### src/rtl/lab2_proc_pkg.sv
// Shared lab2_proc definitions.
// Holds a few TinyRV2 encoding constants used around the fetch path, plus the
// width helpers for the instruction-response buffer counters and pointers.
// No ports (package).
package lab2_proc_pkg;

    localparam int unsigned c_word_w = 32;

    // TinyRV2 encoding constants
    localparam logic [31:0] c_tinyrv2_nop     = 32'h0000_0013;
    localparam logic [6:0]  c_tinyrv2_op_jal  = 7'b110_1111;
    localparam logic [6:0]  c_tinyrv2_op_br   = 7'b110_0011;

    // Counter width: outstanding requests can reach twice the credit limit
    // (one full window being dropped plus one full live window).
    function automatic int unsigned cnt_width(input int unsigned n);
        return $clog2(2 * n + 1);
    endfunction

    // Pointer width for an n-entry FIFO; at least one bit.
    function automatic int unsigned ptr_width(input int unsigned n);
        return (n > 1) ? $clog2(n) : 1;
    endfunction

endpackage

### src/rtl/lab2_proc_imem_resp_buffer_chk.sv
// Simulation checker for the instruction-response buffer: credit protocol
// and counter invariants.
// Ports:
//   i_clk, i_reset   : clock, synchronous active-high reset
//   i_imem_req_fire  : request accepted this cycle
//   i_imem_req_rdy   : credit available
//   i_inflight       : outstanding request count
//   i_drop           : responses still to be discarded
//   i_credit_sum     : live requests plus buffered words
module lab2_proc_imem_resp_buffer_chk #(
    parameter int unsigned p_num_entries = 2,
    parameter int unsigned W             = 3
) (
    input logic         i_clk,
    input logic         i_reset,
    input logic         i_imem_req_fire,
    input logic         i_imem_req_rdy,
    input logic [W-1:0] i_inflight,
    input logic [W-1:0] i_drop,
    input logic [W:0]   i_credit_sum
);

    a_fire_needs_credit: assert property (@(posedge i_clk) disable iff (i_reset)
        !(i_imem_req_fire && !i_imem_req_rdy));

    a_drop_le_inflight: assert property (@(posedge i_clk) disable iff (i_reset)
        i_drop <= i_inflight);

    a_credit_bound: assert property (@(posedge i_clk) disable iff (i_reset)
        i_credit_sum <= (W+1)'(p_num_entries));

endmodule

### src/rtl/lab2_proc_imem_resp_fifo.sv
// Small FIFO holding live instruction words for the response buffer.
// Ports:
//   i_clk, i_reset   : clock, synchronous active-high reset
//   i_enq, i_enq_data: write one word
//   i_deq            : pop the head word
//   i_flush          : drop all contents and reset pointers (wins over enq/deq)
//   o_head           : word at the read pointer
//   o_count          : current occupancy
module lab2_proc_imem_resp_fifo
    import lab2_proc_pkg::*;
#(
    parameter  int unsigned p_depth = 2,
    localparam int unsigned CW      = $clog2(p_depth + 1)
) (
    input  logic          i_clk,
    input  logic          i_reset,
    input  logic          i_enq,
    input  logic [31:0]   i_enq_data,
    input  logic          i_deq,
    input  logic          i_flush,
    output logic [31:0]   o_head,
    output logic [CW-1:0] o_count
);

    localparam int unsigned      PW     = ptr_width(p_depth);
    localparam logic [PW-1:0]    c_last = PW'(p_depth - 1);

    logic [31:0]   r_mem [p_depth];
    logic [PW-1:0] r_wr_ptr;
    logic [PW-1:0] r_rd_ptr;
    logic [CW-1:0] r_count;

    // Explicit compare so non-power-of-2 depths wrap correctly.
    function automatic logic [PW-1:0] ptr_incr(input logic [PW-1:0] p);
        return (p == c_last) ? {PW{1'b0}} : p + PW'(1'b1);
    endfunction

    // Pointer and occupancy state
    always_ff @(posedge i_clk) begin
        if (i_reset || i_flush) begin
            r_wr_ptr <= {PW{1'b0}};
            r_rd_ptr <= {PW{1'b0}};
            r_count  <= {CW{1'b0}};
        end else begin
            if (i_enq) begin
                r_wr_ptr <= ptr_incr(r_wr_ptr);
            end
            if (i_deq) begin
                r_rd_ptr <= ptr_incr(r_rd_ptr);
            end
            r_count <= r_count + CW'(i_enq) - CW'(i_deq);
        end
    end

    // Word storage
    always_ff @(posedge i_clk) begin
        if (i_reset) begin
            for (int i = 0; i < int'(p_depth); i++) begin
                r_mem[i] <= {32{1'b0}};
            end
        end else if (i_enq && !i_flush) begin
            r_mem[r_wr_ptr] <= i_enq_data;
        end
    end

    assign o_head  = r_mem[r_rd_ptr];
    assign o_count = r_count;

endmodule

### src/rtl/lab2_proc_imem_resp_buffer.sv
// Credit-managed instruction-response buffer between imem responses and the
// F/D boundary. Tracks in-flight fetches, discards responses that belong to
// squashed fetches, and queues live words in a bypass FIFO so D only sees
// valid, in-order, non-squashed instructions.
// Ports:
//   i_clk, i_reset      : clock, synchronous active-high reset
//   i_imem_req_fire     : imem request accepted this cycle
//   o_imem_req_rdy      : a credit is available for a new request
//   i_squash            : redirect; older outstanding fetches become dead
//   i_imem_resp_val/data: imem response (o_imem_resp_rdy is 1 out of reset)
//   o_out_val/data      : instruction toward D, i_out_rdy is D's enable
//   o_num_inflight      : outstanding requests
//   o_num_drop          : responses still to be discarded
module lab2_proc_imem_resp_buffer
    import lab2_proc_pkg::*;
#(
    parameter  int unsigned p_num_entries = 2,
    localparam int unsigned W             = cnt_width(p_num_entries)
) (
    input  logic         i_clk,
    input  logic         i_reset,
    input  logic         i_imem_req_fire,
    output logic         o_imem_req_rdy,
    input  logic         i_squash,
    input  logic         i_imem_resp_val,
    output logic         o_imem_resp_rdy,
    input  logic [31:0]  i_imem_resp_data,
    output logic         o_out_val,
    input  logic         i_out_rdy,
    output logic [31:0]  o_out_data,
    output logic [W-1:0] o_num_inflight,
    output logic [W-1:0] o_num_drop
);

    localparam int unsigned CW = $clog2(p_num_entries + 1);

    logic [W-1:0]  r_inflight;
    logic [W-1:0]  r_drop;

    logic          w_resp_fire;
    logic [W-1:0]  w_live;
    logic [W:0]    w_credit_sum;
    logic          w_drop_resp;
    logic          w_live_resp;
    logic          w_fifo_nonempty;
    logic          w_enq;
    logic          w_deq;
    logic [31:0]   w_fifo_head;
    logic [CW-1:0] w_fifo_count;

    // Response classification, credits and FIFO control
    always_comb begin
        w_resp_fire     = i_imem_resp_val;
        w_live          = r_inflight - r_drop;
        w_credit_sum    = {1'b0, w_live} + (W+1)'(w_fifo_count);
        w_fifo_nonempty = (w_fifo_count != {CW{1'b0}});
        w_drop_resp     = w_resp_fire && (r_drop != {W{1'b0}});
        // On a squash every arriving response is dead, whatever drop_pending says.
        w_live_resp     = w_resp_fire && (r_drop == {W{1'b0}}) && !i_squash;
        // out_val deliberately ignores i_out_rdy.
        o_out_val       = !i_reset && !i_squash && (w_fifo_nonempty || w_live_resp);
        if (w_fifo_nonempty) begin
            o_out_data = w_fifo_head;
        end else begin
            o_out_data = i_imem_resp_data;
        end
        w_deq           = o_out_val && i_out_rdy && w_fifo_nonempty;
        // Bypass when the FIFO is empty and D is taking the word now.
        w_enq           = w_live_resp && !(!w_fifo_nonempty && i_out_rdy);
        o_imem_req_rdy  = !i_reset && (w_credit_sum < (W+1)'(p_num_entries));
        o_imem_resp_rdy = !i_reset;
    end

    // In-flight and drop-pending counters
    always_ff @(posedge i_clk) begin
        if (i_reset) begin
            r_inflight <= {W{1'b0}};
            r_drop     <= {W{1'b0}};
        end else begin
            r_inflight <= r_inflight + W'(i_imem_req_fire) - W'(w_resp_fire);
            if (i_squash) begin
                // Everything outstanding before this cycle is dead; a request
                // firing now belongs to the new stream and stays live.
                r_drop <= r_inflight - W'(w_resp_fire);
            end else begin
                r_drop <= r_drop - W'(w_drop_resp);
            end
        end
    end

    assign o_num_inflight = r_inflight;
    assign o_num_drop     = r_drop;

    lab2_proc_imem_resp_fifo #(
        .p_depth (p_num_entries)
    ) u_fifo (
        .i_clk      (i_clk),
        .i_reset    (i_reset),
        .i_enq      (w_enq),
        .i_enq_data (i_imem_resp_data),
        .i_deq      (w_deq),
        .i_flush    (i_squash),
        .o_head     (w_fifo_head),
        .o_count    (w_fifo_count)
    );

    lab2_proc_imem_resp_buffer_chk #(
        .p_num_entries (p_num_entries),
        .W             (W)
    ) u_chk (
        .i_clk           (i_clk),
        .i_reset         (i_reset),
        .i_imem_req_fire (i_imem_req_fire),
        .i_imem_req_rdy  (o_imem_req_rdy),
        .i_inflight      (r_inflight),
        .i_drop          (r_drop),
        .i_credit_sum    (w_credit_sum)
    );

endmodule

### config.mk
export PLATFORM = sky130hd
export DESIGN_NAME = lab2_proc_imem_resp_buffer
export DESIGN_NICKNAME = d
export VERILOG_FILES = /design/src/rtl/lab2_proc_pkg.sv /design/src/rtl/lab2_proc_imem_resp_buffer_chk.sv /design/src/rtl/lab2_proc_imem_resp_fifo.sv /design/src/rtl/lab2_proc_imem_resp_buffer.sv
export SDC_FILE = /design/constraint.sdc
export NUM_CORES = 1
export LEC_CHECK = 0
export CAP_MARGIN = 20
export CORE_ASPECT_RATIO = 1.2
export CORE_UTILIZATION = 45
export CTS_BUF_LIST = sky130_fd_sc_hd__clkbuf_4
export CTS_CLUSTER_SIZE = 10
export DETAILED_ROUTE_END_ITERATION = 8
export PLACE_DENSITY = 0.69
export SKIP_LAST_GASP = 1
export SYNTH_ARGS = -nofsm -noshare
export SYNTH_HDL_FRONTEND = slang
export SYNTH_SLANG_ARGS = --single-unit
### constraint.sdc
create_clock -name i_clk -period 4.76 [get_ports i_clk]
set_input_delay 0.714 -clock i_clk [delete_from_list [all_inputs] [get_ports i_clk]]
set_output_delay 0.714 -clock i_clk [all_outputs]
set_load 0.01 [all_outputs]
== Word level (Yosys, flattened, before mapping) ==
Memory sizes are Yosys's and may differ from the RTL's. A register that Yosys moved wholly into a read port is not among the register bits.
Cells that the tools add are included.

* Word-level logic and storage cells: 52
* RAM bits: 64
* Memories kept: 1
* Register bits: 10
* Output and inout port bits: 41
* Bits of input ports: 38

{| class="wikitable"
|+ Memories
! name !! words !! width !! rd ports !! clocked after memory_dff !! write ports !! RTL line !! text
|-
| u_fifo.r_mem || 2 || 32 || 1 || 1 || 2 || lab2_proc_imem_resp_fifo.sv:28 || <nowiki>logic [31:0] r_mem [p_depth];</nowiki>
|}

* Mux-type cells: 14
* Add/sub/neg operators: 10
* Reductions and logical operators: 21
* $lt $le $gt $ge: 1

{| class="wikitable"
|+ Operators by type and width
! kind !! count
|-
| 32-bit two-way mux || 2
|-
| 32-bit OR reduction || 1
|-
| 1-bit logical AND || 11
|-
| 1-bit two-way mux || 11
|-
| 3-bit by 1-bit subtractor with 3-bit output || 3
|-
| 3-bit by 2-bit adder with 4-bit output || 1
|-
| 1-bit logical NOT || 4
|-
| 4-bit by 2-bit < comparator with 1-bit output (second input constant) || 1
|-
| 3-bit by 1-bit adder with 3-bit output || 1
|-
| 3-bit logical NOT || 1
|-
| 3-bit two-way mux || 1
|-
| 3-bit nonzero test || 1
|-
| 3-bit subtractor || 1
|-
| 1-bit adder (second input constant) || 2
|-
| 2-bit by 1-bit adder with 2-bit output || 1
|-
| 1-bit logical OR || 2
|-
| 2-bit nonzero test || 1
|-
| 2-bit by 1-bit subtractor with 2-bit output || 1
|}

== Longest topological paths before layout ==
Gate-level depths: netlist (run 1).

* Word-level depth: 11
* Depth in mapped cells: 10
* Depth with buffers taken out: 9

== By module ==
From an unflattened synthesis (run 1), not the netlist that was laid out.

* Cell total of the unflattened synthesis: 291
* Area, all modules: 3,966.3 um2

{| class="wikitable"
|+ By module, submodules not included
! module !! area an instance (um2) !! sequential area each (um2) !! cells each !! times used
|-
| lab2_proc_imem_resp_fifo || 3,061.7 || 2,021.9 || 200 || 1
|-
| lab2_proc_imem_resp_buffer || 904.6 || 120.1 || 91 || 1
|}

== Worst setup path before layout (run 1) ==
OpenSTA, ideal clock, no wires.

* Path kind: input to register
* From: input i_squash
* To: memory u_fifo.r_mem[0][0] (enable)
* Required time: 4,294 ps
* Slack: 627 ps
* Arrival: 3,667 ps
* Cell stages on the path: 4
* Setup time: 466 ps
* Buffers on the path: 0
* Path through: nand2b_1 -> a211oi_1 -> inv_1 -> o21ai_0

{| class="wikitable"
|+ RTL lines
! element !! RTL line !! text
|-
| start, declared || lab2_proc_imem_resp_buffer.sv:24 || <nowiki>input logic i_squash,</nowiki>
|-
| end, declared || lab2_proc_imem_resp_fifo.sv:28 ||
|}

== Final worst setup path (run 1) ==
* From: register r_inflight[0], in the netlist o_num_inflight[0]
* To: output o_imem_req_rdy

* Cells in the longest elaborated chain, start to end: 4

{| class="wikitable"
|+ RTL lines
! element !! RTL line !! text
|-
| start, declared || lab2_proc_imem_resp_buffer.sv:37 || <nowiki>logic [W-1:0] r_inflight;</nowiki>
|-
| start signal, assigned || lab2_proc_imem_resp_buffer.sv:77 || <nowiki>r_inflight <= {W{1'b0}};</nowiki>
|-
| start signal, assigned || lab2_proc_imem_resp_buffer.sv:80 || <nowiki>r_inflight <= r_inflight + W'(i_imem_req_fire) - W'(w_resp_fire);</nowiki>
|-
| 3-bit subtractor || lab2_proc_imem_resp_buffer.sv:54 || <nowiki>w_live = r_inflight - r_drop;</nowiki>
|-
| 3-bit by 2-bit adder with 4-bit output || lab2_proc_imem_resp_buffer.sv:55 || <nowiki>w_credit_sum = {1'b0, w_live} + (W+1)'(w_fifo_count);</nowiki>
|-
| 4-bit by 2-bit < comparator with 1-bit output || lab2_proc_imem_resp_buffer.sv:70 || <nowiki>o_imem_req_rdy = !i_reset && (w_credit_sum < (W+1)'(p_num_entries));</nowiki>
|-
| 1-bit logical AND || lab2_proc_imem_resp_buffer.sv:70 ||
|-
| end, declared || lab2_proc_imem_resp_buffer.sv:23 || <nowiki>output logic o_imem_req_rdy,</nowiki>
|}

Every way passes these cells.

==> results of run 1 <==
critical path, cell delays in order, from the launching register on:
cell and delay (ns):
dfxtp_1 0.35, inv_1 0.06, ha_1 0.19, inv_1 0.06, fa_1 0.45, fa_1 0.48, or4b_2 0.61, a21o_1 0.17
mux2i_1 0.12, clkdlybuf4s50_1 0.55
registers in the layout (all words and copies together), names as in the netlist, named ones only:
signal,cells
o_num_inflight,3
o_num_drop,3
u_fifo.r_mem,64
u_fifo.r_rd_ptr,1
u_fifo.o_count,2
u_fifo.r_wr_ptr,1
area by class of cell:
| cell class | count | area [µm²] | share of cell area, % |
|---|---|---|---|
| Tap cell | 114 | 143 | 2.94 |
| Timing Repair Buffer | 84 | 838 | 17.3 |
| Sequential cell | 75 | 2140 | 44.2 |
| Clock inverter | 5 | 20.0 | 0.413 |
| Multi-Input combinational cell | 219 | 1580 | 32.6 |
| Clock buffer | 11 | 82.6 | 1.70 |
| Inverter | 11 | 41.3 | 0.852 |
worst max path at each step:
| stage | slack, ns | from | end |
|---|---|---|---|
| CTS | 0.55 | o_num_inflight[0] | o_imem_req_rdy |
| detailed placement | 1.04 | o_num_inflight[0] | o_imem_req_rdy |
| global route | 0.43 | o_num_inflight[0] | o_imem_req_rdy |
| finish | 0.60 | o_num_inflight[0] | o_imem_req_rdy |
| global placement | 1.08 | o_num_inflight[0] | o_imem_req_rdy |
| floorplan | 0.63 | i_squash | u_fifo.r_mem[0][0] |
metrics by stage:
stage / std cells / total power, mW / cell area (µm²)
after CTS: 519 / 1.43 / 4850
after detailed placement: 503 / 1.12 / 4740
after global placement: 503 / 1.11 / 4740
after global routing: 519 / 1.49 / 4850
after floorplan: 324 / 0.961 / 3830
final: 519 / 1.42 / 4850
power by group:
group	internal, mW	switching, mW	leakage (nW)
Clock	0.112	0.206	0.0608
Sequential	0.755	0.0275	0.754
Combinational	0.171	0.145	1.01
Total	1.04	0.378	1.83
placed cells by master (no fill, tap or decap), drive strengths merged, types with 3 or more instances in the layout:
cell type	n
ha	10
clkinv	5
and2	67
inv	11
nor3	4
clkdlybuf4s50	78
nor2	7
xnor2	5
buf	6
a211oi	3
nor2b	3
edfxtp	64
fa	3
dfxtp	11
mux2i	33
o21ai	35
clkbuf	11
nand2	33
xor2	4
per-layer routing:
metal | GRT usage [%] | routed length [µm] | up-vias | part of all wire [%]
li1 | - | - | 1270 | -
met5 | 0 | 0 | - | 0
met3 | 3.52 | 315 | 11 | 4.2
met2 | 32.3 | 3860 | 55 | 51
met1 | 20.3 | 3180 | 1200 | 42
met4 | 8.85 | 144 | 0 | 1.9
cells by family after synthesis:
family	count (synthesis)
and+or+nand+nor	120
DFF	75
AOI/OAI and AO/OA	44
muxes	33
buffers and inverters	30
adders and majority gates	13
xor gates and xnor gates	9
==> results.cfg, run 1 <==
[outcome]
status = finished, final reports clean

[synth]
synthArstFlopShare_pct = 0
synth_area_mm2 = 0.00383
syn_nets = 375
synth-edff-count = 64
ys.flop_type = edfxtp_1
synthSimpleGateAreaFrac_pct = 17.9
synth_common_cells = edfxtp_1 (64), and2_1 (43), o21ai_0 (35)
yosysSeqAreaShare_pct = 56.0
ys_ff_latch = 75
syn_inst = 324
ys_warn_count = 0
synth_top_cell_by_area = edfxtp_1
synthXorXnorAreaFrac_pct = 2.06
avgSynthCellArea_um2 = 11.8
yosys-top-cells-area = edfxtp_1 (50%), mux2i_1 (8.6%), and2_1 (7.0%)
synth_top_family_by_area = simple AND/OR/NAND/NOR gates
yosysMostFrequentCell = edfxtp_1
synth_cell_types = 28
synthAdderAreaFrac_pct = 4.84
synthMuxAreaShare_pct = 8.63
synth_compound_area_share_pct = 7.32
synth_top_area_share_pct = 50.2

[grt]
grt_first_pass_wirelength_um = 11700
grt_pass1_vias = 2505
antenna_found_initial = 0
grt_usage_pct = 17.9
grt_max_degree = 46
gr-total-overflow = 0

[route]
dr.pass1.iters = 4
drcViolationCount = 0
ant_nets = 0
wl_per_cell_um = 14.5
drt_iter0_drc = 73
wl_um = 7500
dr_total_vias = 2536
via_per_inst = 4.89

[placement]
gp_congestion = 0.782
port_buffers = 78
pre_cts_ws_ns = 1.04
post-dp-hpwl_um = 5070

[timing]
drv_slew = 0
finalHoldViolations = 0
fin_crit_sh_pct = 87.4
fin_crit_ns = 4.16
timing.final.ws_setup_ns = 0.600
setup_violations = 0
worst_pin_slew_ns = 1.04
holdWs_ns = 0.560
fin_skew_ns = 0.00649
tns_ns = 0
clock.fmax_mhz = 240
rsz0062_at_grt = no
relSlewSlack_pct = 30.9

[setup_path]
worstPathArrival_ns = 3.45
crit_path_max_fanout = 2
r2r_setup_slack_ns = 2.27
reg2reg_depth = 9
crit_type = flop to output pin
rr_startpoint = u_fifo.o_count[1]
r2r_end = u_fifo.o_count[1]
critPathRequiredTime_ns = 4.05
start_kind = flop
endpoint_kind = output pin

[die]
rows = 36
die-area_mm2 = 0.00888
chipHeight_um = 103
io_pins = 79
start_util_pct = 46.7
core-area_mm2 = 0.00820
die_w_um = 86.2

[clock_network]
root_buffer = clkbuf_4
clk_pin_slew_ns = 0.11
cts_buffers = 9
post-cts-setup-buffers = 0
htreeDepth = 3
clk-insertion-delay-late_ns = 0.41
cts_resized = 0
ctsHoldBuffers = 0
clk_path_buf_depth = 2
cts.sinks = 75
cts_tree = built

[power_and_ir_drop]
powerDensity_mw_per_mm2 = 292
vdd_drop_max_mv = 0.225
p_leak_nw = 1.83

[layout]
nets = 451
drive_gt1_share_pct = 12.3
nFillCells = 748
antenna_cells = 0
final_core_util_pct = 59.1
area_delta_synth_final_pct = 26.6

[hold_path]
hold_start = u_fifo.r_wr_ptr
worstHoldPathCells = 2
min_path_type = flop to flop
hold_end = u_fifo.r_wr_ptr

[job]
cap_violations = 0
(Power assumes the default switching activity.)
==> run 2: changes to the inputs <==
Settings changed: PLACE_DENSITY 0.69 to 0.72.
==> results.cfg, run 2 (synthesized netlist as in run 1, its figures left out) <==
[outcome]
status = finished, final reports clean

[grt]
grt_use_met2_pct = 30.5
antenna_found_initial = 0
grt_pass1_vias = 2484
grt_usage_pct = 18.2
gr-total-overflow = 0
grt_max_degree = 42
grt_first_pass_wirelength_um = 12000
met3_usage_pct = 4.00
grt_busiest_layer = met2
grtUsageMet1_pct = 22.6

[power_and_ir_drop]
p_leak_nw = 1.84
powerDensity_mw_per_mm2 = 311
power_mw = 1.52
switching_share_pct = 25.7
comb_power_share_pct = 20.6
internal_power_mw = 1.13
clkPwrFrac_pct = 27.9
vdd_drop_max_mv = 0.228
power_frac_seq_pct = 51.4
p_switching_mw = 0.392

[layout]
top_register = u_fifo.r_mem
largest_register_ffs = 64
multiInputGateArea_mm2 = 0.00158
antenna_cells = 0
drive_gt1_share_pct = 12.3
area_delta_synth_final_pct = 27.9
layout_common_cells = clkdlybuf4s50_1 (78), edfxtp_1 (64), and2_1 (43), o21ai_0 (34)
final_common_cell = clkdlybuf4s50_1
nFillCells = 712
seq_area_mm2 = 0.00214
nets = 451

[clock_network]
post-cts-setup-buffers = 0
root_buffer = clkbuf_4
cts_buffers = 9
htreeDepth = 3
clk-insertion-delay-late_ns = 0.43
ctsHoldBuffers = 0
cts_resized = 0
cts.sinks = 75
clk_path_buf_depth = 2
clk_pin_slew_ns = 0.12
cts_tree = built

[setup_path]
critPathRequiredTime_ns = 4.05
path_cells = inv_1, ha_1, inv_1, fa_1, fa_1, or4b_2, a21o_1, mux2i_1, clkdlybuf4s50_1
max_stage_delay_ns = 0.61
start_kind = flop
crit_path_max_fanout = 2
endpoint_kind = output pin
crit_slowest_cell = or4b_2
worstPathArrival_ns = 3.47
reg2reg_depth = 5
crit_type = flop to output pin

[timing]
fin_skew_ns = 0.0102
timing.final.ws_setup_ns = 0.572
finalHoldViolations = 0
tns_ns = 0
fin_crit_sh_pct = 88.0
rsz0062_at_grt = no
clock.fmax_mhz = 239
setup_violations = 0
relSlewSlack_pct = 31.3
fin_crit_ns = 4.19
drv_slew = 0
worst_pin_slew_ns = 1.03

[die]
die_w_um = 86.2
io_pins = 79
chipHeight_um = 103
start_util_pct = 46.7
core-area_mm2 = 0.00820
die-area_mm2 = 0.00888
rows = 36

[hold_path]
min_path_type = flop to flop
worstHoldPathCells = 2

[placement]
port_buffers = 78
pre_cts_ws_ns = 1.03
post-dp-hpwl_um = 4960
gp_congestion = 0.724

[route]
via_per_inst = 4.87
ant_nets = 0
dr_total_vias = 2530
wl_per_cell_um = 14.3
drcViolationCount = 0
drt_iter0_drc = 99
wl_um = 7430
dr.pass1.iters = 4

[job]
cap_violations = 0
run 2: power by group through the flow:
stage               Clock (mW)  Sequential, mW  Combinational (mW)
detailed placement           0           0.799               0.317
floorplan                    0           0.799               0.163
CTS                      0.432           0.784               0.320
global route             0.459           0.789               0.349
finish                   0.426           0.783               0.314
global placement             0           0.795               0.311
run 2: cell type report:
cell class / count / area share, %
Clock inverter: 7 / 1.69
Tap cell: 114 / 2.91
Sequential cell: 75 / 43.8
Inverter: 11 / 0.844
Multi-Input combinational cell: 219 / 32.2
Clock buffer: 9 / 1.38
Timing Repair Buffer: 84 / 17.1
run 2: path summary, 6_finish.rpt:
kind                     start  slack, ns             endpoint
max          o_num_inflight[0]       0.57       o_imem_req_rdy
max reg2reg  u_fifo.o_count[1]       2.23  u_fifo.r_mem[0][13]
min reg2reg    u_fifo.r_wr_ptr       0.57      u_fifo.r_wr_ptr
min            u_fifo.r_wr_ptr       0.57      u_fifo.r_wr_ptr
run 2: layer usage:
layer	vias to the layer above	share of wire (%)	routed length [µm]
met3	13	4.2	315
met1	1185	44	3280
met2	62	49	3670
met5	-	0	0
met4	0	2.2	161
li1	1270	-	-
run 2: worst max-delay path: cells and delay by family (launching register included):
kind,cells,cell delay (ns)
buf+inv,3,0.67
simple gates,1,0.61
fa+ha+maj,3,1.12
flops,1,0.35
compound gates,1,0.17
mux,1,0.12
run 2: through the flow:
step | cells | cell area, µm² | hold slack (ns) | utilization (%)
final | 519 | 4890 | 0.566 | 59.7
after global routing | 519 | 4890 | 0.590 | 59.7
after CTS | 519 | 4890 | 0.567 | 59.7
after detailed placement | 503 | 4740 | 0.549 | 57.9
after global placement | 503 | 4740 | 0.529 | 57.9
after floorplan | 324 | 3830 | 0.463 | -
